[src/rtl/led_pkg.sv]
// Shared types and sizing helpers for the LED pattern sequencer.
package led_pkg;

   typedef enum logic [1:0] {
      ST_IDLE = 2'd0,
      ST_RUN  = 2'd1,
      ST_GAP  = 2'd2
   } led_state_e;

   localparam int LED_W       = 18;
   localparam int DEF_N_PAT   = 4;
   localparam int DEF_TIMEOUT = 1023;

   // Timer must be able to hold TIMEOUT-1, the last RUN cycle index.
   function automatic int tmr_width(input int timeout);
      return (timeout < 2) ? 1 : $clog2(timeout + 1);
   endfunction

   function automatic int idx_width(input int n_pat);
      return (n_pat < 2) ? 1 : $clog2(n_pat);
   endfunction

   localparam int DEF_TMR_W = tmr_width(DEF_TIMEOUT);

endpackage

[src/rtl/led_if.sv]
// Pattern-block bus of the LED sequencer: run control, pattern data/done flags and status.
interface led_if
   import led_pkg::*;
#(
   parameter int N_PAT = DEF_N_PAT
);
   logic                     enabler;
   logic [N_PAT-1:0]         pat_mask;
   logic [LED_W*N_PAT-1:0]   pat_out;
   logic [N_PAT-1:0]         pat_over;
   logic [N_PAT-1:0]         pat_begin;
   logic [LED_W-1:0]         out;
   logic                     cycle_done;
   logic [7:0]               loop_cnt;
   logic                     timeout_err;

   modport master (
      output enabler, pat_mask, pat_out, pat_over,
      input  pat_begin, out, cycle_done, loop_cnt, timeout_err
   );

   modport slave (
      input  enabler, pat_mask, pat_out, pat_over,
      output pat_begin, out, cycle_done, loop_cnt, timeout_err
   );
endinterface

[src/rtl/led_next_sel.sv]
// Cyclic next-set-bit picker: lowest mask bit above cur, else lowest overall (wrap).
module led_next_sel
   import led_pkg::*;
#(
   parameter int N_PAT = DEF_N_PAT,
   parameter int IDX_W = idx_width(N_PAT)
) (
   input  logic [N_PAT-1:0] mask,
   input  logic [IDX_W-1:0] cur,
   output logic [IDX_W-1:0] nxt,
   output logic             wrap,
   output logic             none
);

   logic             found_hi_s;
   logic [IDX_W-1:0] hi_idx_s;
   logic [IDX_W-1:0] lo_idx_s;

   // Descending scan so the last hit written is the lowest qualifying index.
   always_comb begin
      found_hi_s = 1'b0;
      hi_idx_s   = '0;
      lo_idx_s   = '0;
      for (int i = N_PAT - 1; i >= 0; i--) begin
         lo_idx_s   = mask[i] ? IDX_W'(i) : lo_idx_s;
         hi_idx_s   = (mask[i] && (i > int'(cur))) ? IDX_W'(i) : hi_idx_s;
         found_hi_s = (mask[i] && (i > int'(cur))) ? 1'b1 : found_hi_s;
      end
   end

   // Final selection and flags.
   always_comb begin
      none = ~|mask;
      if (found_hi_s) begin
         nxt  = hi_idx_s;
         wrap = 1'b0;
      end else begin
         nxt  = lo_idx_s;
         wrap = ~none;
      end
   end

endmodule

[src/rtl/led_sequencer.sv]
// Rotates through enabled LED pattern blocks (IDLE/RUN/GAP), with per-pattern timeout
// and rotation counting; all outputs are registered.
module led_sequencer
   import led_pkg::*;
#(
   parameter int N_PAT   = DEF_N_PAT,
   parameter int TIMEOUT = DEF_TIMEOUT
) (
   input  logic clk,
   input  logic async_rs_n,
   led_if.slave bus
);

   localparam int IDX_W = idx_width(N_PAT);
   localparam int TMR_W = tmr_width(TIMEOUT);

   localparam logic [1:0] S_IDLE = ST_IDLE;
   localparam logic [1:0] S_RUN  = ST_RUN;
   localparam logic [1:0] S_GAP  = ST_GAP;

   logic [1:0]       rst_sync_r;
   logic [1:0]       state_r;
   logic [IDX_W-1:0] cur_r;
   logic [TMR_W-1:0] timer_r;
   logic [N_PAT-1:0] pat_begin_r;
   logic [LED_W-1:0] out_r;
   logic             cycle_done_r;
   logic [7:0]       loop_cnt_r;
   logic             timeout_err_r;

   logic [1:0]       state_nxt_s;
   logic [IDX_W-1:0] cur_nxt_s;
   logic [TMR_W-1:0] timer_nxt_s;
   logic             wrap_pulse_s;
   logic             tmo_set_s;
   logic [N_PAT-1:0] pat_begin_nxt_s;
   logic [LED_W-1:0] out_nxt_s;
   logic             run_ok_s;
   logic             over_cur_s;
   logic             tmo_hit_s;
   logic [IDX_W-1:0] sel_cur_s;
   logic [IDX_W-1:0] sel_idx_s;
   logic             sel_wrap_s;
   logic             sel_none_s;

   // From IDLE the picker starts above the top index, which yields the lowest set bit.
   assign sel_cur_s  = (state_r == S_GAP) ? cur_r : IDX_W'(N_PAT - 1);
   assign run_ok_s   = rst_sync_r[1];
   assign over_cur_s = bus.pat_over[cur_r];
   assign tmo_hit_s  = (timer_r == TMR_W'(TIMEOUT - 1));

   led_next_sel #(
      .N_PAT (N_PAT),
      .IDX_W (IDX_W)
   ) u_next_sel (
      .mask (bus.pat_mask),
      .cur  (sel_cur_s),
      .nxt  (sel_idx_s),
      .wrap (sel_wrap_s),
      .none (sel_none_s)
   );

   // Reset release synchroniser; holds the FSM in IDLE until two edges after release.
   always_ff @(posedge clk or negedge async_rs_n) begin
      if (!async_rs_n) begin
         rst_sync_r <= 2'b00;
      end else begin
         rst_sync_r <= {rst_sync_r[0], 1'b1};
      end
   end

   // Next-state, index and timer decision.
   always_comb begin
      state_nxt_s  = state_r;
      cur_nxt_s    = cur_r;
      timer_nxt_s  = timer_r;
      wrap_pulse_s = 1'b0;
      tmo_set_s    = 1'b0;
      if (!bus.enabler) begin
         state_nxt_s = S_IDLE;
         timer_nxt_s = '0;
      end else begin
         case (state_r)
            S_IDLE: begin
               if (run_ok_s && !sel_none_s) begin
                  state_nxt_s = S_RUN;
                  cur_nxt_s   = sel_idx_s;
                  timer_nxt_s = '0;
               end else begin
                  state_nxt_s = S_IDLE;
               end
            end
            S_RUN: begin
               // A done flag in the timeout cycle wins, so no error is flagged.
               if (over_cur_s) begin
                  state_nxt_s = S_GAP;
               end else if (tmo_hit_s) begin
                  state_nxt_s = S_GAP;
                  tmo_set_s   = 1'b1;
               end else begin
                  timer_nxt_s = timer_r + TMR_W'(1);
               end
            end
            S_GAP: begin
               if (sel_none_s) begin
                  state_nxt_s = S_IDLE;
               end else begin
                  state_nxt_s  = S_RUN;
                  cur_nxt_s    = sel_idx_s;
                  timer_nxt_s  = '0;
                  wrap_pulse_s = sel_wrap_s;
               end
            end
            default: begin
               state_nxt_s = S_IDLE;
               cur_nxt_s   = '0;
               timer_nxt_s = '0;
            end
         endcase
      end
   end

   // Output values for the coming cycle, derived from the next state.
   always_comb begin
      pat_begin_nxt_s = '0;
      out_nxt_s       = '0;
      if (state_nxt_s == S_RUN) begin
         pat_begin_nxt_s = N_PAT'(1'b1) << cur_nxt_s;
         out_nxt_s       = bus.pat_out[int'(cur_nxt_s) * LED_W +: LED_W];
      end else begin
         pat_begin_nxt_s = '0;
         out_nxt_s       = '0;
      end
   end

   // State and registered outputs.
   always_ff @(posedge clk or negedge async_rs_n) begin
      if (!async_rs_n) begin
         state_r       <= S_IDLE;
         cur_r         <= '0;
         timer_r       <= '0;
         pat_begin_r   <= '0;
         out_r         <= '0;
         cycle_done_r  <= 1'b0;
         loop_cnt_r    <= 8'd0;
         timeout_err_r <= 1'b0;
      end else begin
         state_r       <= state_nxt_s;
         cur_r         <= cur_nxt_s;
         timer_r       <= timer_nxt_s;
         pat_begin_r   <= pat_begin_nxt_s;
         out_r         <= out_nxt_s;
         cycle_done_r  <= wrap_pulse_s;
         timeout_err_r <= timeout_err_r | tmo_set_s;
         if (wrap_pulse_s) begin
            loop_cnt_r <= loop_cnt_r + 8'd1;
         end else begin
            loop_cnt_r <= loop_cnt_r;
         end
      end
   end

   assign bus.pat_begin   = pat_begin_r;
   assign bus.out         = out_r;
   assign bus.cycle_done  = cycle_done_r;
   assign bus.loop_cnt    = loop_cnt_r;
   assign bus.timeout_err = timeout_err_r;

endmodule

[src/flat_wrapper.sv]
// flat-port wrapper written by rule: the top's interface ports become plain ports
module led_sequencer_flat import led_pkg::*;
#(
   parameter int N_PAT   = DEF_N_PAT,
   parameter int TIMEOUT = DEF_TIMEOUT
)
  (clk, async_rs_n, bus_enabler, bus_pat_mask, bus_pat_out, bus_pat_over, bus_pat_begin, bus_out, bus_cycle_done, bus_loop_cnt, bus_timeout_err);
  led_if #(.N_PAT(N_PAT)) bus_i ();
  input  logic clk;
  input  logic async_rs_n;
  input wire logic [$bits(bus_i.enabler)-1:0] bus_enabler;
  input wire logic [$bits(bus_i.pat_mask)-1:0] bus_pat_mask;
  input wire logic [$bits(bus_i.pat_out)-1:0] bus_pat_out;
  input wire logic [$bits(bus_i.pat_over)-1:0] bus_pat_over;
  output wire logic [$bits(bus_i.pat_begin)-1:0] bus_pat_begin;
  output wire logic [$bits(bus_i.out)-1:0] bus_out;
  output wire logic [$bits(bus_i.cycle_done)-1:0] bus_cycle_done;
  output wire logic [$bits(bus_i.loop_cnt)-1:0] bus_loop_cnt;
  output wire logic [$bits(bus_i.timeout_err)-1:0] bus_timeout_err;
  assign bus_i.enabler = bus_enabler;
  assign bus_i.pat_mask = bus_pat_mask;
  assign bus_i.pat_out = bus_pat_out;
  assign bus_i.pat_over = bus_pat_over;
  assign bus_pat_begin = bus_i.pat_begin;
  assign bus_out = bus_i.out;
  assign bus_cycle_done = bus_i.cycle_done;
  assign bus_loop_cnt = bus_i.loop_cnt;
  assign bus_timeout_err = bus_i.timeout_err;
  led_sequencer #(.N_PAT(N_PAT), .TIMEOUT(TIMEOUT)) u_core (.clk(clk), .async_rs_n(async_rs_n), .bus(bus_i));
endmodule
[config.mk]
export PLATFORM = sky130hd
export DESIGN_NAME = led_sequencer_flat
export DESIGN_NICKNAME = d
export VERILOG_FILES = /design/src/rtl/led_pkg.sv /design/src/rtl/led_if.sv /design/src/rtl/led_next_sel.sv /design/src/rtl/led_sequencer.sv /design/src/flat_wrapper.sv
export SDC_FILE = /design/constraint.sdc
export NUM_CORES = 1
export LEC_CHECK = 0
export CAP_MARGIN = 10
export CORE_MARGIN = 2
export CORE_UTILIZATION = 40
export DETAILED_ROUTE_END_ITERATION = 10
export PLACE_DENSITY_LB_ADDON = 0.08
export SLEW_MARGIN = 0
export SYNTH_ARGS = -nofsm -noshare
export SYNTH_HDL_FRONTEND = slang
export SYNTH_SLANG_ARGS = --single-unit
[constraint.sdc]
create_clock -name clk -period 2.5 [get_ports clk]
set_input_delay 0.625 -clock clk [delete_from_list [all_inputs] [get_ports clk]]
set_output_delay 0.625 -clock clk [all_outputs]
set_load 0.03 [all_outputs]
# After elaboration in Yosys (flattened, before gate mapping)
# Cells that the tools add are included.
[word_totals]
register_bits = 48
input_bits = 83
elab_cells = 74
[op_classes]
bitwise_logic = 1
n_eq_ne = 8
mux = 40
reduce_logical = 7
shifts = 2
add_sub_neg = 2
order_cmp = 4
multipliers = 1
[op_table]
columns = ["operator", "count"]
rows = [
  ["72-bit by 32-bit indexed part select with 18-bit output", 1],
  ["10-bit two-way mux", 5],
  ["2-bit two-way mux", 15],
  ["10-bit one-hot mux with 3 select lines", 1],
  ["18-bit two-way mux", 1],
  ["1-bit two-way mux", 14],
  ["2-bit one-hot mux with 3 select lines", 2],
  ["10-bit by 1-bit adder with 10-bit output (second input constant)", 1],
  ["10-bit equality test (second input constant)", 1],
  ["3-bit inequality test (second input constant)", 3],
  ["8-bit by 1-bit adder with 8-bit output (second input constant)", 1],
  ["2-bit by 4-bit multiplier with 6-bit output (second input constant)", 1],
  ["2-bit by 1-bit equality test with 1-bit output (second input constant)", 2],
  ["2-bit > comparator (first input constant)", 2],
  ["1-bit logical AND", 4],
  ["4-bit two-way mux", 1],
  ["4-bit AND reduction", 1],
  ["4-bit OR reduction", 1],
  ["1-bit by 2-bit << shifter with 4-bit output (first input constant)", 1],
  ["2-bit by 3-bit less-than comparator with 1-bit output (second input constant)", 1],
  ["3-bit by 2-bit inequality test with 1-bit output (second input constant)", 1],
  ["1-bit binary-select mux with 2-bit select", 1],
  ["2-bit equality test (second input constant)", 1],
  ["1-bit by 2-bit > comparator with 1-bit output (first input constant)", 1],
  ["other kinds (2)", 2],
]

# Depth between registers and ports, before layout
# Gate-level depths: netlist of the first run.
[depth]
word_depth = 14
depth_mapped = 9
depth_no_buf = 7

# Hierarchy
# A second synthesis of the first run with hierarchy kept.
[unflattened]
hier_cells = 239
area_unflattened_um2 = 2523.7
[by_module_without_submodules]
columns = ["module", "seq_area_each_um2", "area_each_um2", "cells_each", "n_inst"]
rows = [
  ["led_sequencer", 1201.2, 2432.3, 223, 1],
  ["led_next_sel", 0.0, 91.3, 16, 1],
]

# Least setup slack after synthesis of the first run
# No wires, ideal clock.
[synth_timing]
kind = "input-to-reg"
start = "input port bus_pat_mask[2]"
end = "register u_core.out_r[5], in the netlist u_core.bus.out[5]"
slack_ns = 0.266
setup_ns = 0.121
path_buffers = 1
t_arrival_ns = 2.113
required_time_ns = 2.379
stages = 6
cell_sequence = "or4_1 > o221a_2 > clkbuf_1 > o21ai_0 > o211ai_1 > a22o_1"
[synth_between]
elab_chain_len = 10
[synth_rtl]
columns = ["item", "line_no", "source"]
rows = [
  ["start: declaration", "flat_wrapper.sv:12", "input wire logic [$bits(bus_i.pat_mask)-1:0] bus_pat_mask;"],
  ["2-bit two-way mux or 1-bit logical AND (tied branches)", "led_next_sel.sv:25, led_next_sel.sv:26, led_next_sel.sv:27", ""],
  ["2-bit two-way mux, or another cell as far along (2 in series)", "led_next_sel.sv:25", "lo_idx_s = mask[i] ? IDX_W'(i) : lo_idx_s;"],
  ["2-bit two-way mux", "led_next_sel.sv:34", "if (found_hi_s) begin"],
  ["2-bit two-way mux, on equally long branches", "led_sequencer.sv:105, led_sequencer.sv:85", ""],
  ["2-bit one-hot mux with 3 select lines", "led_sequencer.sv:83", "case (state_r)"],
  ["2-bit two-way mux", "led_sequencer.sv:79", "if (!bus.enabler) begin"],
  ["2-bit by 4-bit multiplier with 6-bit output", "led_sequencer.sv:129", "out_nxt_s = bus.pat_out[int'(cur_nxt_s) * LED_W +: LED_W];"],
  ["72-bit by 32-bit indexed part select with 18-bit output", "led_sequencer.sv:129", ""],
  ["18-bit two-way mux *", "led_sequencer.sv:127", "if (state_nxt_s == S_RUN) begin"],
  ["net u_core.out_nxt_s[5]", "led_sequencer.sv:37", "logic [LED_W-1:0] out_nxt_s;"],
  ["end signal: assignment", "led_sequencer.sv:152", "out_r <= out_nxt_s;"],
  ["end: declaration", "led_sequencer.sv:26", "logic [LED_W-1:0] out_r;"],
]
# Mark *: on every way through the listed nets, which the timed path passes. The rest lies on a longest branch.
# A chain may end at the register's enable or synchronous reset.

# Final worst setup path of the first run
[layout_timing]
start = "input port bus_pat_over[3]"
end = "register u_core.timer_r[5]"
[layout_between]
elab_chain_len = 4
[layout_rtl]
columns = ["item", "line_no", "source"]
rows = [
  ["start: declaration", "flat_wrapper.sv:14", "input wire logic [$bits(bus_i.pat_over)-1:0] bus_pat_over;"],
  ["1-bit binary-select mux with 2-bit select", "led_sequencer.sv:49", "assign over_cur_s = bus.pat_over[cur_r];"],
  ["1-bit two-way mux (not written as such)", "led_sequencer.sv:49", ""],
  ["3-bit inequality test (no source line)", "n/a", ""],
  ["4-bit AND reduction (no source line)", "n/a", ""],
  ["end signal: assignment", "led_sequencer.sv:150", "timer_r <= timer_nxt_s;"],
  ["end: declaration", "led_sequencer.sv:24", "logic [TMR_W-1:0] timer_r;"],
]
# No other way between the ends. The select of a mux whose other input is x is not followed.

==> results of run 1 <==
==> flip-flops by register name, summed over array words and instances, names as in the netlist <==
register and count:
u_core.timer_r 10, u_core.bus.out 18, u_core.rst_sync_r 2, u_core.bus.pat_begin 4, u_core.bus.loop_cnt 8, u_core.bus.timeout_err 1
u_core.cur_r 2, u_core.state_r 2, u_core.bus.cycle_done 1
==> final cells by class <==
type / instances / area, µm² / share of cell area [%]
multi-input combinational: 274 / 1960 / 39.2
tap: 105 / 131 / 2.63
inverter: 8 / 30.0 / 0.601
sequential: 48 / 1200 / 24.1
timing repair buffer: 159 / 1580 / 31.7
clock inverter: 1 / 7.51 / 0.150
clock buffer: 7 / 86.3 / 1.73
==> final timing paths <==
kind	cells after the start	from	slack (ns)	endpoint
max	6	bus_pat_over[3]	0.12	u_core.timer_r[5]$_DFFE_PN0P_
min	2	async_rs_n	0.30	u_core.bus.out[4]$_DFF_PN0_
max reg2reg	7	u_core.cur_r[1]$_DFF_PN0_	0.31	u_core.bus.pat_begin[3]$_DFF_PN0_
min reg2reg	0	u_core.rst_sync_r[0]$_DFF_PN0_	0.36	u_core.rst_sync_r[1]$_DFF_PN0_
max in group asynchronous	2	async_rs_n	1.98	u_core.bus.pat_begin[3]$_DFF_PN0_
min in group clk	0	u_core.rst_sync_r[0]$_DFF_PN0_	0.36	u_core.rst_sync_r[1]$_DFF_PN0_
==> layer usage <==
metal	part of all wire (%)	wire length, µm	GRT usage (%)
met5	0	0	0
met3	6.1	656	2.95
met4	1.2	131	5.92
met1	44	4740	33.2
met2	49	5290	39.5
==> where the power goes <==
part	switching (W)	internal [W]
combinational	0.000593	0.000518
sequential	0.0000637	0.000848
clock	0.000267	0.000225
total	0.000924	0.00159
==> logic make-up after synthesis <==
kind of cell	count (synthesis)
xor+xnor	9
buf+inv	46
flops	48
compound gates	155
simple gates	104
fa+ha+maj	3
mux	2
other cells	1
==> through the flow <==
step	hold WS (ns)	instance area [µm²]	power [W]	util, %	worst slack [ns]
after floorplan	0.329	3310	0.00149	-	0.266
final	0.296	4990	0.00252	61.7	0.122
after detailed placement	0.340	4810	0.00201	59.5	-0.382
after CTS	0.311	4910	0.00251	60.7	0.0181
after global routing	0.314	4990	0.00265	61.7	0.0465
after global placement	0.333	4810	0.00200	59.5	-0.353
==> placed cells by master (no fill, tap or decap), types with 10 or more instances in the layout <==
| master | netlist | routed |
|---|---|---|
| clkdlybuf4s50_1 | 0 | 109 |
| dfrtp_1 | 48 | 48 |
| nand3_1 | 42 | 42 |
| o211ai_1 | 40 | 40 |
| o311ai_0 | 36 | 34 |
| buf_4 | 3 | 33 |
| o21ai_0 | 36 | 31 |
| a22o_1 | 18 | 18 |
| nand2_1 | 15 | 15 |
| o21ai_1 | 6 | 10 |
==> cells in the mapped netlist, drive strengths merged, types with 2 or more instances <==
cell type,n
o31ai,2
o311ai,36
nor3b,2
nand4,7
ha,3
and4,2
dfrtp,48
buf,12
xor2,3
a22o,18
o211ai,40
nand3,42
nand2b,3
nand2,15
a2111oi,2
nor2b,4
nor3,3
o21ai,42
and3,4
xnor2,6
nor2,8
or4,5
a21oi,7
inv,8
and2,4
clkbuf,26
==> repair_timing <==
| item | 4_1_cts | 5_1_grt |
|---|---|---|
| buffers inserted | 0 | 4 |
| pin swaps | 0 | 3 |
| resized for setup | 4 | 19 |
| endpoints found under the setup margin | 11 | 20 |
| cloned | 0 | 1 |
==> critical path, cell delays in order <==
cell,delay [ns]
clkdlybuf4s50_1,0.41
mux4_2,0.52
a41oi_2,0.23
o21ai_2,0.17
or4_1,0.49
a21oi_1,0.16
==> metrics.md, run 1 <==
| Metric | Value |
|---|---|
| Pin count of the biggest net entering global routing | 49 |
| Synth Register Bits | 48 |
| Worst vdd ir | roughly 0.32 mV |
| Cells after Synth | 368 |
| Post-route setup TNS | 0 ns |
| Final HPWL DP | just over 7000 µm |
| Final net count | ~580 |
| Die ar. | roughly 9000 µm² |
| Cts hold-fix bufs | 0 |
| Share of cells above drive strength 1 | between 10% and 20% |
| Vias in the first global route | 3504 |
| Post-synthesis compound-gate area fraction | a little over a third |
| Min-delay worst type | primary input to async pin |
| Die height | between 90 and 100 µm |
| LEAKAGE | about 1.9 nW |
| Antenna-violating nets left | 0 |
| Synth area leaders | dfrtp_1 36%, o311ai_0 9.5%, o211ai_1 9.1%, nand3_1 6.4%, o21ai_0 5.5% |
| Initial DRT Pass Iterations | 5 |
| Die X | about 95 µm |
| Placer congestion estimate | roughly 0.83 |
| CTS tree | yes |
| RSZ-0062 raised after global routing | no |
| Distinct cells, synth | 47 |
| CTS H-tree depth | 2 |
| FMAX | ~0.42 GHz |
| Number of remaining DRC errors | 0 |
| Xor/xnor share of the synthesized area | roughly 2.4% |
| Placed cells | between 500 and 600 |
| Synth Area in Simple Gates | 17.7% |
| Clock skew | roughly 0.0070 ns |
| Initial core utilization | between 40% and 50% |
| Final count of pins violating max slew | 0 |
| Async S/R FF share, synth | 100% |
| Gr ovfl total | 0 |
| Period utilisation layout | a little over nine tenths |
| Total CTS buffers | 5 |
| Mux contribution to synthesized area | 1.02% |
| Filler instances | ~740 |
| # port buffers | ~110 |
| DR WL/cell | 18.0 µm |
| Crit end category | register |
| Latest clock arrival within the worst-skew pair | approximately 0.30 ns |
| Setup CP Type | primary input to register |
| Startpoint Class | primary input |
| CP arrival | between 2 and 3 ns |
| Final Non-Filler Cells | between 600 and 700 |
| Number of enable flip-flop cells after synthesis | 0 |
| Syn_area_per_cell | about 9.0 µm² |
| Setup violators final | 0 |
| Via count | 3684 |
| Floorplan row count | 33 |
| Yosys warns | 0 |
| Fin crit period | about 2.4 ns |
| Pwr Density | approximately 500 nW/µm² |
| Max Cap Viol | 0 |
| Largest family of logic cells by synthesized area | compound AO/OA/AOI/OAI gates |
| Antenna violations before repair | 0 |
| Adder-Cell Fraction of Synth Area | ~1.1% |
| Seq/Total Area, Yosys | between 30% and 40% |
| CP max FO | 10 |
| Clock sink total | between 40 and 50 |
| Initial drt markers | approximately 150 |
| Area Growth Syn to Fin | 51.1% |
| Worst-path clk slew | approximately 0.09 ns |
| Clock buffer depth | 2 |
| Routed WL | ~11000 µm |
| Synth top area share | a little over a third |
| Worst Path Required | 2.73 ns |
| N_diodes | 0 |
| # IOs | between 100 and 150 |
| Mapped Area | between 3000 and 4000 µm² |
| First-pass GRT wire length | approximately 17000 µm |
| CTS Root Buffer Type | clkbuf_8 |
| Via density per instance | ~6 |
| Final hold vios | 0 |
| Mapped Nets | ~450 |
| All-Layer GR Usage | 23.9% |
| Status | finished, final reports clean |
| Top_reg_cell synth | dfrtp_1 |
| Core box area | 8090 µm² |
| Yosys top cell by area | dfrtp_1 |
(Power assumes the default switching activity.)
==> run 2: changes to the inputs <==
--- a/config.mk
+++ b/config.mk
@@ -11,2 +11,3 @@
 export DETAILED_ROUTE_END_ITERATION = 10
+export GPL_TIMING_DRIVEN = 0
 export PLACE_DENSITY_LB_ADDON = 0.08
==> constraint.sdc (replaced) <==
create_clock -name clk -period 2.52 [get_ports clk]
set_input_delay 0.252 -clock clk [delete_from_list [all_inputs] [get_ports clk]]
set_output_delay 0.252 -clock clk [all_outputs]
set_load 0.03 [all_outputs]
==> metrics.md, run 2 (synthesized netlist as in run 1, its figures left out) <==
| Metric | Value |
|---|---|
| CP arrival | 2.60 ns (about the same) |
| DR WL/cell | 17.8 µm (was 18.0 µm) |
| Reg power frac | 37.5% (was 36.3%) |
| Core box area | 8090 µm² (unchanged) |
| Psw | 0.000907 W (was 0.000924 W) |
| First-pass GRT wire length | 16600 µm (was 17200 µm) |
| Commonest non-fill, non-tap cell in the layout | clkdlybuf4s50_1 (unchanged) |
| Post-route setup TNS | 0 ns (unchanged) |
| Reg-to-Reg End | u_core.bus.out[11]$_DFF_PN0_ (was u_core.bus.pat_begin[3]$_DFF_PN0_) |
| Worst vdd ir | 0.222 mV (was 0.322 mV) |
| CP delay by family, top | buffers and inverters (was compound AO/OA/AOI/OAI gates) |
| CP bufs+invs | 3 (was 1) |
| Area Growth Syn to Fin | 42.5% (was 51.1%) |
| FF-to-FF setup slack | 0.14 ns (was 0.31 ns) |
| Worst Path Required | 2.71 ns (was 2.73 ns) |
| Total CTS buffers | 5 (unchanged) |
| Clock buffer depth | 2 (unchanged) |
| Antenna violations before repair | 0 (unchanged) |
| Placer congestion estimate | 0.878 (was 0.835) |
| WP depth | 8 (was 6) |
| Min-delay worst type | register to register (was primary input to async pin) |
| Worst-path clk slew | 0.10 ns (was 0.09 ns) |
| Clock sink total | 48 (unchanged) |
| Period utilisation layout | between 90% and 100% |
| Startpoint Class | primary input (unchanged) |
| Die X | 94.9 µm (unchanged) |
| Sw Ratio | 38.1% (was 36.7%) |
| FMAX | between 0.4 and 0.5 GHz |
| Share of cells above drive strength 1 | 6.91% (was 13.9%) |
| Initial core utilization | 40.8% (unchanged) |
| Comb power frac | 43.0% (was 44.2%) |
| Clock skew | 0.00803 ns (was 0.00701 ns) |
| Slowest-stage cell, CP | clkdlybuf4s50_1 (was mux4_2) |
| CP max stage delay | 0.61 ns (was 0.52 ns) |
| Fin crit period | between 2 and 2.5 ns |
| Total power | 0.00238 W (was 0.00252 W) |
| Max reg flops | 18 (unchanged) |
| Floorplan row count | 33 (unchanged) |
| Setup violators final | 0 (unchanged) |
| Rel. slew slack | between 50% and 60% |
| Hold-critical path depth | 0 |
| CTS tree | yes (unchanged) |
| # IOs | 115 (unchanged) |
| Tightest Pin Transition | approximately 0.63 ns |
| Most frequent cells in the layout | 111 x clkdlybuf4s50_1, 48 x dfrtp_1, 42 x nand3_1 (was 109 x clkdlybuf4s50_1, 48 x dfrtp_1, 42 x nand3_1) |
| Vias in the first global route | 3340 (was 3504) |
| Crit end category | register (unchanged) |
| Reg-to-Reg Start | u_core.state_r[0]$_DFF_PN0_ (was u_core.cur_r[1]$_DFF_PN0_) |
| Gr ovfl total | 0 (unchanged) |
| Pin count of the biggest net entering global routing | 26 (was 49) |
| Latest clock arrival within the worst-skew pair | 0.30 ns (about the same) |
| Final count of pins violating max slew | 0 (unchanged) |
| Final HPWL DP | 7640 µm (was 7230 µm) |
| Worst-path cell chain | clkdlybuf4s50_1 > nand2b_1 > nor3b_4 > o31a_1 > buf_4 > buf_2 > o211ai_1 > a22o_1 (was clkdlybuf4s50_1 > mux4_2 > a41oi_2 > o21ai_2 > or4_1 > a21oi_1) |
| Antenna-violating nets left | 0 (unchanged) |
| Setup CP Type | primary input to register (unchanged) |
| CTS H-tree depth | 2 (unchanged) |
| Max Cap Viol | 0 (unchanged) |
| Final hold vios | 0 (unchanged) |
| Initial drt markers | 204 (was 151) |
| Routed WL | 10600 µm (was 10800 µm) |
| LEAKAGE | 1.75 nW (was 1.93 nW) |
| Final net count | 577 (was 582) |
| Status | finished, final reports clean (unchanged) |
| Worst reg-to-reg path cell count | 7 (unchanged) |
| CP Launch Point | bus_pat_mask[1] (was bus_pat_over[3]) |
| Via count | 3659 (was 3684) |
| CP max FO | 10 (unchanged) |
| Die ar. | 9010 µm² (unchanged) |
| Die height | 94.9 µm (unchanged) |
| Pwr Density | 505 nW/µm² (was 504 nW/µm²) |
| Clock power frac | 19.5% (was 19.6%) |
| Initial DRT Pass Iterations | 5 (unchanged) |
| Number of remaining DRC errors | 0 (unchanged) |
| N_diodes | 0 (unchanged) |
| Internal power | 0.00147 W (was 0.00159 W) |
| All-Layer GR Usage | 23.2% (was 23.9%) |
| Setup crit end | u_core.bus.out[11]$_DFF_PN0_ (was u_core.timer_r[5]$_DFFE_PN0P_) |
| CTS Root Buffer Type | clkbuf_8 (unchanged) |
| # port buffers | 114 (unchanged) |
| Via density per instance | 6.13 (was 6.12) |
run 2: timing repair:
item                       in CTS  in global routing
hold buffers                    1                  0
hold endpoints to repair       23                  0
pin swaps                       1                  0
gates resized for setup         1                  5
setup endpoints to repair       7                 18
setup buffers                   1                  0
run 2: how the worst min path moves through the flow:
stage | startpoint | end | slack, ns
final | u_core.rst_sync_r[0]$_DFF_PN0_ | u_core.rst_sync_r[1]$_DFF_PN0_ | 0.36
after global routing | u_core.rst_sync_r[0]$_DFF_PN0_ | u_core.rst_sync_r[1]$_DFF_PN0_ | 0.37
after CTS | u_core.rst_sync_r[0]$_DFF_PN0_ | u_core.rst_sync_r[1]$_DFF_PN0_ | 0.35
after detailed placement | async_rs_n | u_core.timer_r[4]$_DFFE_PN0P_ | 0.28
after global placement | u_core.rst_sync_r[0]$_DFF_PN0_ | u_core.rst_sync_r[1]$_DFF_PN0_ | 0.33
after floorplan | async_rs_n | u_core.bus.cycle_done$_DFF_PN0_ | -0.04
run 2: cell type report:
type,instances,area [µm²]
Tap cell,105,131
Multi-Input combinational cell,274,1920
Sequential cell,48,1200
Fill cell,756,3380
Inverter,8,30.0
Clock inverter,3,18.8
Buffer,37,163
Timing Repair Buffer,117,1180
Clock buffer,5,68.8
run 2: power by group through the flow:
stage | sequential [W] | combinational (W) | clock [W]
6_report | 0.000893 | 0.00102 | 0.000465
5_1_grt | 0.000905 | 0.00110 | 0.000516
4_1_cts | 0.000893 | 0.00101 | 0.000480
3_5_place_dp | 0.000907 | 0.00101 | 0
3_3_place_gp | 0.000910 | 0.000985 | 0
2_1_floorplan | 0.00102 | 0.000460 | 0
run 2: layer usage:
layer	routed length, µm	vias to the layer above	share of wire, %	GRT usage, %
met2	5080	167	48	37.2
met1	4650	1765	44	32.9
met5	0	-	0	0
met4	135	0	1.3	5.68
met3	739	14	7.0	3.43
li1	-	1713	-	-
run 2: stage by stage:
stage / setup WS [ns] / utilization, % / hold slack [ns] / std cells / cell area, µm²
2_1_floorplan: 0.501 / - / -0.0436 / 368 / 3310
3_3_place_gp: -0.284 / 56.6 / 0.332 / 587 / 4580
3_5_place_dp: -0.331 / 56.8 / 0.276 / 588 / 4590
4_1_cts: 0.0291 / 58.1 / 0.352 / 598 / 4700
5_1_grt: -0.00704 / 58.2 / 0.366 / 597 / 4710
6_report: 0.106 / 58.2 / 0.356 / 597 / 4710
==> run 3: changes to the inputs <==
==> constraint.sdc (replaced) <==
create_clock -name clk -period 2.52 [get_ports clk]
set_input_delay 0.378 -clock clk [delete_from_list [all_inputs] [get_ports clk]]
set_output_delay 0.378 -clock clk [all_outputs]
set_load 0.03 [all_outputs]
==> metrics.md, run 3 (synthesized netlist as in run 1, its figures left out) <==
| Metric | Value |
|---|---|
| Share of cells above drive strength 1 | 8.91% (was 6.91%) |
| Total power | 0.00238 W (about the same) |
| Max reg flops | 18 (unchanged) |
| Worst Path Required | 2.71 ns (about the same) |
| CP delay by family, top | compound AO/OA/AOI/OAI gates (was buffers and inverters) |
| CP max FO | 10 (unchanged) |
| Worst Slack Setup Final | 0.154 ns (was 0.106 ns) |
| CTS Root Buffer Type | clkbuf_8 (unchanged) |
| Die height | 94.9 µm (unchanged) |
| Number of remaining DRC errors | 0 (unchanged) |
| CP arrival | 2.55 ns (was 2.60 ns) |
| Worst-path clk slew | 0.09 ns (was 0.10 ns) |
| Max Cap Viol | 0 (unchanged) |
| # port buffers | 114 (unchanged) |
| Clock skew | 0.00673 ns (was 0.00803 ns) |
| Initial drt markers | 226 (was 204) |
| First-pass GRT wire length | 16600 µm (about the same) |
| Most frequent cells in the layout | 110 x clkdlybuf4s50_1, 48 x dfrtp_1, 42 x nand3_1 (was 111 x clkdlybuf4s50_1, 48 x dfrtp_1, 42 x nand3_1) |
| Worst-path cell chain | clkdlybuf4s50_1 > or4_1 > o221a_2 > clkbuf_2 > o21ai_0 > o211ai_1 > a22o_1 (was clkdlybuf4s50_1 > nand2b_1 > nor3b_4 > o31a_1 > buf_4 > buf_2 > o211ai_1 > a22o_1) |
| Crit end category | register (unchanged) |
| Dpl ws | -0.457 ns (was -0.331 ns) |
| # IOs | 115 (unchanged) |
| Setup violators final | 0 (unchanged) |
| Core box area | 8090 µm² (unchanged) |
| Rel. slew slack | 58.5% (was 58.2%) |
| DP Area | 4590 µm² (unchanged) |
| Pin count of the biggest net entering global routing | 26 (unchanged) |
| Latest clock arrival within the worst-skew pair | 0.30 ns (about the same) |
| Die X | 94.9 µm (unchanged) |
| Slowest-stage cell, CP | clkdlybuf4s50_1 (unchanged) |
| Final net count | 579 (was 577) |
| CP bufs+invs | 2 (was 3) |
| Final HPWL DP | 7640 µm (unchanged) |
| Filler instances | 755 (was 756) |
| RSZ-0062 raised after global routing | no |
| CTS H-tree depth | 2 (unchanged) |
| Total CTS buffers | 5 (unchanged) |
| Final instance area | 4730 µm² (was 4710 µm²) |
| N_diodes | 0 (unchanged) |
| CTS tree | yes (unchanged) |
| Placed cells | 588 (unchanged) |
| Clock sink total | 48 (unchanged) |
| Pwr Density | 502 nW/µm² (was 505 nW/µm²) |
| Placer congestion estimate | 0.878 (unchanged) |
| Tightest Pin Transition | 0.623 ns (was 0.627 ns) |
| Cts hold-fix bufs | 0 (was 1) |
| LEAKAGE | 1.79 nW (was 1.75 nW) |
| Via density per instance | 6.10 (was 6.13) |
| FMAX | 0.423 GHz (was 0.414 GHz) |
| Fin Hold WS | 0.0547 ns (was 0.356 ns) |
| Period utilisation layout | 93.9% (was 95.8%) |
| CP max stage delay | 0.50 ns (was 0.61 ns) |
| Setup CP Type | primary input to register (unchanged) |
| DR WL/cell | 17.6 µm (was 17.8 µm) |
| Fin crit period | 2.37 ns (was 2.41 ns) |
| Die ar. | 9010 µm² (unchanged) |
| Startpoint Class | primary input (unchanged) |
| Area Growth Syn to Fin | 43.1% (was 42.5%) |
| Final Non-Filler Cells | 599 (was 597) |
| Vias in the first global route | 3353 (was 3340) |
| Worst vdd ir | 0.218 mV (was 0.222 mV) |
| Initial DRT Pass Iterations | 5 (unchanged) |
| Final count of pins violating max slew | 0 (unchanged) |
| Gr ovfl total | 0 (unchanged) |
| All-Layer GR Usage | 23.3% (was 23.2%) |
| Routed WL | 10500 µm (was 10600 µm) |
| Final hold vios | 0 (unchanged) |
| Commonest non-fill, non-tap cell in the layout | clkdlybuf4s50_1 (unchanged) |
| Antenna-violating nets left | 0 (unchanged) |
| Status | finished, final reports clean (unchanged) |
| Clock buffer depth | 2 (unchanged) |
| Antenna violations before repair | 0 (unchanged) |
| Via count | 3656 (was 3659) |
| Min-delay worst type | primary input to async pin (was register to register) |
| Floorplan row count | 33 (unchanged) |
| Initial core utilization | 40.8% (unchanged) |
## run 3: cell count changes in the layout (fill, tap and decap cells not counted), sizes merged
cell,change
dlygate4sd3,-1
dlygate4sd2,+1
buf,+2
clkbuf,+1
clkdlybuf4s50,-1
## run 3: timing repair
item                                    4_1_cts  5_1_grt
pin swaps                                     1        1
resized for setup                             4       17
hold endpoints to repair                      0        0
endpoints found under the setup margin       18       19
setup buffers                                 1        3
## run 3: path summary, 6_finish.rpt
path | from | slack [ns] | endpoint | cells past startpoint
min reg2reg | u_core.rst_sync_r[0]$_DFF_PN0_ | 0.35 | u_core.rst_sync_r[1]$_DFF_PN0_ | 0
max | bus_pat_mask[0] | 0.15 | u_core.bus.out[12]$_DFF_PN0_ | 7
min | async_rs_n | 0.05 | u_core.timer_r[4]$_DFFE_PN0P_ | 1
max reg2reg | u_core.state_r[1]$_DFF_PN0_ | 0.18 | u_core.bus.out[11]$_DFF_PN0_ | 7
max in group asynchronous | async_rs_n | 1.93 | u_core.bus.out[14]$_DFF_PN0_ | 2
min in group clk | u_core.rst_sync_r[0]$_DFF_PN0_ | 0.35 | u_core.rst_sync_r[1]$_DFF_PN0_ | 0
## run 3: power by group
group / switching (W) / internal (W)
Combinational: 0.000583 / 0.000440
Sequential: 0.0000505 / 0.000842
Clock: 0.000269 / 0.000194
Total: 0.000902 / 0.00148
## run 3: area by class of cell
class                      instances  area, µm²  area share [%]
sequential                        48       1200            25.4
clock inverter                     3       18.8           0.397
timing repair buffer             119       1190            25.1
buffer                            37        174            3.68
clock buffer                       5       68.8            1.45
multi-input combinational        274       1920            40.5
tap                              105        131            2.78
inverter                           8       30.0           0.635
## run 3: routing by layer
metal	wire length (µm)	up-vias	GRT usage, %
li1	-	1708	-
met1	4560	1759	32.9
met2	5050	175	37.4
met3	768	14	3.43
met4	136	0	5.80
met5	0	-	0
## run 3: stage by stage
stage	TNS, ns	utilization (%)
after floorplan	0	-
after CTS	0	58.1
after global routing	0	58.5
after detailed placement	-8.22	56.8
after global placement	-23.79	56.6
final	0	58.5
==> variant 1: new RTL, flow settings as in run 2 <==
Set the package constant `DEF_TIMEOUT` to 255 (it was 1023).
--- a/src/rtl/led_pkg.sv
+++ b/src/rtl/led_pkg.sv
@@ -10,5 +10,5 @@
    localparam int LED_W       = 18;
    localparam int DEF_N_PAT   = 4;
-   localparam int DEF_TIMEOUT = 1023;
+   localparam int DEF_TIMEOUT = 255;
 
    // Timer must be able to hold TIMEOUT-1, the last RUN cycle index.
Function: no difference found for any inputs over 10 cycles, from zero or initial values; that may be too few to reach the edited logic, so the function may still have changed.
==> variant 1 against run 2 <==
Sequential cell count decreased by 2. Area after synthesis shrank 4.7%. Wire length down 5.7%. Power increased by 2.3%. Largest cell class unchanged. Worst setup slack improved by 0.029 ns. Final cell count fell by 3.4%. Non-clock buffer count is 1 higher. Cell area fell by 2.8%. Clock skew rose by 0.00075 ns. Via count down 6.1%. Register-to-register slack better by 0.04 ns.
==> variant 1: results (changes against run 2) <==
* Status: complete, no violations
* Synth Flop Type: dfrtp_1
* Top post-synthesis cells by area: dfrtp_1 37%, o311ai_0 10%, o211ai_1 9.3%, o21ai_0 6.5%, nand3_1 6.2%
* Hold EP: u_core.rst_sync_r[1]
* First-pass GRT wire length at 16000 microns (-3.2%)
* Final Skew at 0.00878 ns (+0.000746 ns)
* Total leakage power at 0.00170 uW (-2.9%)
* Maximum VDD drop at 0.256 mV (+15%)
* GRT Resource Usage Total at 23.0% (-0.19 points)
* HP Start: u_core.rst_sync_r[0]
* Worst hold path type: flip-flop to flip-flop
* Syn nets at 435 (-4.2%)
* Fin Hold WS at 0.358 ns (+0.00135 ns)
* Warnings, synthesis at 0 (unchanged)
* Antenna fix cells at 0 (unchanged)
* Initial antenna violation count at 0 (unchanged)
* R2r endpoint: u_core.bus.out[14]
* Register area share after synthesis at 36.6% (+0.22 points)
* Top cells by count, synth: 46 x dfrtp_1, 41 x o21ai_0, 39 x nand3_1, 39 x o211ai_1, 36 x o311ai_0
* Starting DRC count in detailed routing at 241 (+18%)
* First-pass iteration count of the detailed router at 5 (unchanged)
* Gpl congestion at 0.862 (-1.8%)
* FF-to-FF setup slack at 0.18 ns (+0.04 ns)
* Fillcell total at 724 (-4.2%)
* Final net count at 560 (-2.9%)
* HPWL after DPL at 7330 microns (-4.2%)
* Worst Path Max Fanout at 10 (unchanged)
* Yosys cell types at 49 (+4.3%)
* Largest net degree at the start of global routing at 27 (+3.8%)
* Routed WL at 10000 microns (-5.7%)
* CP arrival at 2.58 ns (-0.02 ns)
* Post-DP Area at 4430 sq um (-3.5%)
* Hold Violations, Final at 0 (unchanged)
* Layout cells sized above 1 at 8.00% (+1.1 points)
* Worst-path clk slew at 0.10 ns (about the same)
* Largest register FFs at 18 (unchanged)
* Worst Max-Slew Pin Slew at 0.783 ns (+0.156 ns)
* Port buffer count at 114 (unchanged)
* CTS Buffer Depth at 2 (unchanged)
* Vias at 3437 (-6.1%)
* R2R Path Start: u_core.cur_r[0]
* CTS Buf Count at 5 (unchanged)
* Vias in the first global route at 3252 (-2.6%)
* Hold Crit Depth at 0 (unchanged)
==> variant 1: layout make-up <==
cell class	instances	area (sq um)	share of cell area [%]
Sequential cell	46	1150	25.1
Clock buffer	5	68.8	1.50
Inverter	7	26.3	0.574
Buffer	37	164	3.58
Timing Repair Buffer	118	1180	25.8
Tap cell	102	128	2.79
Multi-Input combinational cell	259	1820	39.7
Clock inverter	3	40.0	0.875
==> variant 1: power breakdown <==
group | internal [uW] | switching [uW]
combinational | 440 | 578
sequential | 810 | 43.8
clock | 293 | 269
==> variant 1: worst max path at each step <==
stage	startpoint	end	slack, ns	cells after the start
after floorplan	u_core.state_r[1]	u_core.bus.out[5]	0.50	7
after global placement	bus_pat_mask[2]	u_core.bus.out[8]	-0.24	8
after detailed placement	bus_pat_mask[2]	u_core.bus.out[8]	-0.22	8
after CTS	u_core.cur_r[0]	u_core.bus.out[8]	0.07	7
after global routing	bus_pat_mask[2]	u_core.bus.out[14]	-0.0009	7
final	bus_pat_mask[2]	u_core.bus.out[8]	0.14	7
==> variant 1: stage by stage <==
stage | instances | power (uW) | setup slack (ns) | utilization, %
after global routing | 577 | 2570 | -0.000905 | 59.6
after detailed placement | 566 | 1870 | -0.223 | 57.7
after global placement | 565 | 1850 | -0.243 | 57.5
after CTS | 575 | 2430 | 0.0730 | 59.2
final | 577 | 2430 | 0.135 | 59.6
after floorplan | 349 | 1440 | 0.500 | -
==> variant 1: worst max-delay path, stage by stage <==
cell and delay (ns):
clkdlybuf4s50_1 0.49, or4_1 0.61, o221a_2 0.38, clkbuf_1 0.23, o21ai_0 0.25, o211ai_1 0.15
a22o_1 0.22
==> variant 1: cells by family (layout without fill, tap and decap cells) <==
family | count (synthesis) | count (layout) | synth area share (%)
muxes | 2 | 2 | 1.07
AOI/OAI and AO/OA | 154 | 154 | 36.4
and+or+nand+nor | 88 | 88 | 15.6
DFF | 46 | 46 | 36.6
buffers and inverters | 44 | 170 | 6.00
adders and majority gates | 3 | 3 | 1.19
other | 1 | 1 | 0.119
xor gates and xnor gates | 11 | 11 | 3.06
==> variant 1: what timing repair did <==
action | in CTS | in global routing
buffers inserted | 0 | 2
resized for setup | 0 | 4
hold buffers | 1 | 0
endpoints found under the hold margin | 20 | 0
endpoints found under the setup margin | 0 | 18
==> variant 1: layer usage <==
layer,track usage (%),vias up,routed length (microns)
met5,0,-,0
met1,32.6,1615,4400
met3,3.82,14,826
met4,5.02,0,132
met2,37.2,176,4650
li1,-,1632,-
